`config.mk`:
```
export PLATFORM = sky130hd
export DESIGN_NAME = gshare_predictor_v2
export DESIGN_NICKNAME = d
export VERILOG_FILES = /design/src/rtl/gshare_predictor_v2.sv
export SDC_FILE = /design/constraint.sdc
export NUM_CORES = 2
export LEC_CHECK = 0
export ABC_CLOCK_PERIOD_IN_PS = 59300
export BUFFER_PORTS_ARGS = -buffer_cell sky130_fd_sc_hd__buf_4
export CORE_ASPECT_RATIO = 1.25
export CORE_MARGIN = 2
export CORE_UTILIZATION = 30
export CTS_BUF_LIST = sky130_fd_sc_hd__clkbuf_8 sky130_fd_sc_hd__clkbuf_16
export CTS_CLUSTER_DIAMETER = 150
export DETAILED_ROUTE_END_ITERATION = 6
export SLEW_MARGIN = 20
export SYNTH_ARGS = -nofsm -noshare
export SYNTH_HDL_FRONTEND = slang
export SYNTH_SLANG_ARGS = --single-unit
```
`constraint.sdc`:
```
create_clock -name clk -period 59.3 [get_ports clk]
set_clock_uncertainty 0.05 [all_clocks]
set_input_delay 2.965 -clock clk [delete_from_list [all_inputs] [get_ports clk]]
set_output_delay 2.965 -clock clk [all_outputs]
set_load 0.01 [all_outputs]
```
`src/rtl/gshare_predictor_v2.sv`:
```
// gshare direction predictor with speculative GHR, repair and PHT init sweep.
// Prediction reads the PHT combinationally; training is a 1-cycle RMW.
module gshare_predictor_v2 #(
  parameter int PC_WIDTH    = 32,
  parameter int PHT_ENT_SEL = 10,
  parameter int GHR_WIDTH   = 10,
  parameter int CTR_WIDTH   = 2,
  parameter int HASH_MODE   = 0
) (
  input  logic                 clk,
  input  logic                 rst_n,
  input  logic [PC_WIDTH-1:0]  i_pc,
  input  logic                 i_pred_req,
  output logic                 o_pred_jmpcond,
  output logic [GHR_WIDTH-1:0] o_pred_ghr,
  output logic                 o_busy,
  input  logic                 i_resolve_valid,
  input  logic [PC_WIDTH-1:0]  i_resolve_pc,
  input  logic [GHR_WIDTH-1:0] i_resolve_ghr,
  input  logic                 i_resolve_jmpcond,
  input  logic                 i_resolve_mispred
);

  localparam int unsigned N = 1 << PHT_ENT_SEL;

  typedef logic [PHT_ENT_SEL-1:0] idx_t;
  typedef logic [CTR_WIDTH-1:0]   ctr_t;
  typedef enum logic {INIT, RUN}  state_t;

  localparam ctr_t CMAX  = '1;
  localparam ctr_t CINIT =
    CTR_WIDTH'((1 << (CTR_WIDTH - 1)) - 1);

  function automatic idx_t hash(
    input idx_t                 pcb,
    input logic [GHR_WIDTH-1:0] g
  );
    idx_t gh;
    gh = (HASH_MODE == 0) ? idx_t'(g) : '0;
    return pcb ^ gh;
  endfunction

  state_t               state_q, state_d;
  idx_t                 sweep_q;
  logic [GHR_WIDTH-1:0] ghr_q, ghr_d;
  ctr_t                 pht [N];

  idx_t pred_idx, trn_idx;
  ctr_t pred_ctr, trn_ctr, trn_new;
  logic run, repair, shift;

  // Bits outside the index field do not take part in the hash.
  logic unused_pc;
  assign unused_pc = ^{i_pc[1:0],
                       i_pc[PC_WIDTH-1:PHT_ENT_SEL+2],
                       i_resolve_pc[1:0],
                       i_resolve_pc[PC_WIDTH-1:PHT_ENT_SEL+2]};

  assign run      = (state_q == RUN);
  assign o_busy   = ~run;
  assign pred_idx = hash(i_pc[2 +: PHT_ENT_SEL], ghr_q);
  assign trn_idx  = hash(i_resolve_pc[2 +: PHT_ENT_SEL],
                         i_resolve_ghr);
  assign pred_ctr = pht[pred_idx];
  assign trn_ctr  = pht[trn_idx];

  assign o_pred_jmpcond = run & pred_ctr[CTR_WIDTH-1];
  assign o_pred_ghr     = ghr_q;

  always_comb begin
    trn_new = trn_ctr;
    if (i_resolve_jmpcond) begin
      if (trn_ctr != CMAX) trn_new = trn_ctr + 1'b1;
    end else begin
      if (trn_ctr != '0) trn_new = trn_ctr - 1'b1;
    end
  end

  always_comb begin
    state_d = state_q;
    if (!run && sweep_q == idx_t'('1)) state_d = RUN;
  end

  // Repair wins over a same-cycle shift: the front end is redirected.
  assign repair = run & i_resolve_valid & i_resolve_mispred;
  assign shift  = run & i_pred_req & ~repair;

  always_comb begin
    ghr_d = ghr_q;
    unique case (1'b1)
      repair: ghr_d = {i_resolve_ghr[GHR_WIDTH-2:0],
                       i_resolve_jmpcond};
      shift:  ghr_d = {ghr_q[GHR_WIDTH-2:0],
                       o_pred_jmpcond};
      default: ghr_d = ghr_q;
    endcase
  end

  always_ff @(posedge clk or negedge rst_n) begin
    if (!rst_n) begin
      state_q <= INIT;
      sweep_q <= '0;
      ghr_q   <= '0;
    end else begin
      state_q <= state_d;
      ghr_q   <= ghr_d;
      if (!run) sweep_q <= sweep_q + 1'b1;
    end
  end

  always_ff @(posedge clk) begin
    if (!run) begin
      pht[sweep_q] <= CINIT;
    end else if (i_resolve_valid) begin
      pht[trn_idx] <= trn_new;
    end
  end

endmodule

```
==> reports/qor.txt <==
Synth area leaders: edfxtp_1, mux4_2, nor2_1
Post-synth net total: 5451
Worst setup EP type: flip-flop
DP HPWL: 175000 um
End of the worst hold path: sweep_q[8]
Flops & latches, synth: 2069
Pin count of the biggest net entering global routing: 250
GR Layer Usage met2: 31.1%
Setup TNS: 0 ps
Setup WS post-layout: 48080 ps
Leak: 30.4 nW
Global-route wire length before repair: 419000 um
Mean Syn Cell Area: 17.2 um^2
CTS Buf Count: 193
CP Max Fanout: 249
Fillers: 28900
Die H: 624 um
R2r setup slk: 52550 ps
Met1 Track Usage GR: 23.1%
Drt drc: 7
Synth top area share: 66.6%
Rel. slew slack: 1.46%
I/O pin count: 92
DRT Pass-1 Iters: 7
Max Transition Viols Final: 0
Pwr/cell area: 28.9 nW/um^2
CTS tree: done
Area occupied by multi-input gates: 28700 um^2
Violated checks: design-rule violations
Post-cts hold buffer count: 0
Critical path data required time: 59740 ps
H-Tree Depth: 4
Layout cell share with drive strength beyond 1: 25.6%
Hold Crit Start: sweep_q[8]
Post-Synthesis Cells: 5370
DRT iter0 DRCs: 8168
Vias in the first global route: 55300
Core Box Area: 306000 um^2
Largest area contributor in the netlist: edfxtp_1
Worst vdd ir: 0.0000229 V
Share of synthesized registers carrying an async set or reset: 1.01%
Max-Cap Viols: 0
Startpoint types: input port
Die width: 500 um
Global Route Usage Sum: 18.7%
WP data arrival: 11660 ps
Clk slew on worst S/H paths: 70 ps
Post-CTS Setup Bufs: 0
RSZ-0062 raised after global routing: no
Yosys warns: 0
CTS Buffer Depth: 4
FF-to-FF End: pht[472][0]
Via-to-Cell Ratio: 5.74
Seq/Total Area, Yosys: 67.2%
Worst r2r path cells: 12
Pre-CTS setup slack: 47140 ps
Fin nets: 5416
Dominant synthesized flop cell: edfxtp_1
Final WL: 301000 um
Worst hold path class: reg -> reg
Mapped Area: 92300 um^2
DR WL/cell: 31.8 um
Row count: 227
Critical path class: in -> reg
M3 GR Usage: 3.71%
Status: finished, violations left
Hold Path Cell Cnt: 1
Post-CTS sizing: 0
Initial antenna violation count: 14
GRT overflow: 0
Port Buffers: 47
CTS Root Buffer Type: clkbuf_16
Period utilization: 18.9%
FF-to-FF Start: pht[592][0]
Netlist cell types: 64
Post-route ant nets: 0
Final setup vio count: 0
Max Freq: 0.0891 GHz
Worst slew pin tran: 1480 ps
Final worst path period need: 11220 ps
Most Crowded Layer GR: met2
Initial Utilization: 30.2%
Worst-Skew Late Latency: 860 ps
Via count: 54400
Die Area: 312000 um^2
Post-synth EDFFs: 2048
Final Wtd Congestion: 0.890
Register area: 62000 um^2
Clock sink count: 2069
Area grow syn2layout: 12.3%
Fin. Hold Viols: 0
[cell usage in the layout, fill, tap and decap left out, types with 9 or more instances in the layout]
cell type / netlist / layout
mux4_2: 811 / 811
clkinv_1: 0 / 36
xor2_1: 20 / 10
nor4_2: 2 / 11
nand3_1: 89 / 89
xnor2_1: 25 / 15
clkbuf_16: 0 / 195
nor2_1: 1091 / 1078
a22oi_1: 152 / 152
buf_12: 2 / 16
nor4_1: 24 / 11
mux2i_1: 46 / 46
a21oi_1: 40 / 39
clkinv_2: 0 / 35
nand2_2: 0 / 49
o21ai_0: 32 / 32
bufinv_16: 0 / 20
nand4_1: 60 / 60
xor2_4: 0 / 11
a31oi_1: 23 / 22
a221oi_1: 10 / 10
buf_4: 50 / 194
nand2_1: 304 / 255
inv_1: 4 / 36
dfrtp_1: 21 / 21
xnor2_2: 0 / 9
edfxtp_1: 2048 / 2048
[synth_stat cells, types with 6 or more instances]
library cell / count
buf_4: 50
buf_6: 18
nand4_1: 60
mux4_2: 811
buf_8: 6
edfxtp_1: 2048
nor2_1: 1091
nand3_1: 89
clkbuf_1: 262
dfrtp_1: 21
buf_1: 11
nor4_1: 24
a31oi_1: 23
a22oi_1: 152
mux2i_1: 46
buf_2: 96
xnor2_1: 25
nand2_1: 304
nor3_1: 7
and3_1: 6
a211oi_1: 6
a221oi_1: 10
xor2_1: 20
o21ai_0: 32
a21oi_1: 40
a22o_1: 7
a311oi_1: 6
o22ai_1: 8
o2111ai_1: 8
[worst max-delay path by stage]
stage	start	endpoint	slack [ps]
final	i_resolve_ghr[0]	pht[472][0]	48080
after global routing	i_resolve_ghr[0]	pht[472][0]	47630
after CTS	i_resolve_ghr[0]	pht[472][0]	47980
after detailed placement	i_resolve_ghr[0]	pht[472][0]	47140
after global placement	i_resolve_ghr[0]	pht[472][0]	47440
after floorplan	i_resolve_valid	pht[0][0]	18980
[routing by layer]
layer | vias up | part of all wire, %
li1 | 21400 | -
met5 | - | 0.039
met3 | 739 | 10
met4 | 10 | 6.0
met2 | 3327 | 48
met1 | 28900 | 35
[through the flow]
stage / cell area [um^2] / total power, mW / hold slack (ps) / util, % / instances
detailed placement: 97500 / 1.79 / 463 / 31.9 / 9146
global route: 104000 / 3.06 / 511 / 33.9 / 9480
CTS: 104000 / 3.00 / 472 / 33.8 / 9478
floorplan: 92300 / 1.72 / 417 / - / 5370
global placement: 97500 / 1.79 / 448 / 31.8 / 9145
finish: 104000 / 2.99 / 475 / 33.9 / 9481
[worst max-delay path, stage by stage]
cell and delay (ps):
buf_4 140, xor2_4 150, buf_4 520, buf_12 420, buf_4 780, buf_4 520, mux4_2 570, and3_1 200
a31oi_1 170, nand4_1 310, nor4_1 780, and4_1 490, nor4_1 190, nand2b_1 220, a31oi_4 510, buf_12 580
buf_12 510, buf_4 930
[final cells by class]
cell class,count,area share (%)
Inverter,4,0.0145
Sequential cell,2069,59.8
Antenna cell,2,0.00483
Multi-Input combinational cell,2852,27.7
Tap cell,4007,4.84
Clock buffer,197,4.73
Timing Repair Buffer,215,1.78
Clock inverter,135,1.09
[power by group]
part           leakage (nW)  total [mW]  switching, mW  internal, mW
registers              19.2        1.58              0          1.58
clock network          3.08        1.23          0.549         0.684
logic                  8.11       0.180          0.123        0.0567
[cells by family (layout without fill, tap and decap cells)]
| logic type | count (synthesis) | in the layout | share of synthesized area, % |
|---|---|---|---|
| mux | 863 | 863 | 20.4 |
| other cells | 0 | 2 | 0 |
| compound gates | 327 | 327 | 2.49 |
| flops | 2069 | 2069 | 67.2 |
| simple gates | 1614 | 1614 | 7.08 |
| xor+xnor | 47 | 47 | 0.462 |
| buf+inv | 449 | 551 | 2.41 |
| fa+ha+maj | 1 | 1 | 0.0135 |
[state kept, by name, indices dropped and copies added (netlist names)]
name and cells:
run 1, pht 2048, o_pred_ghr 10, sweep_q 10
(Power assumes the default switching activity.)
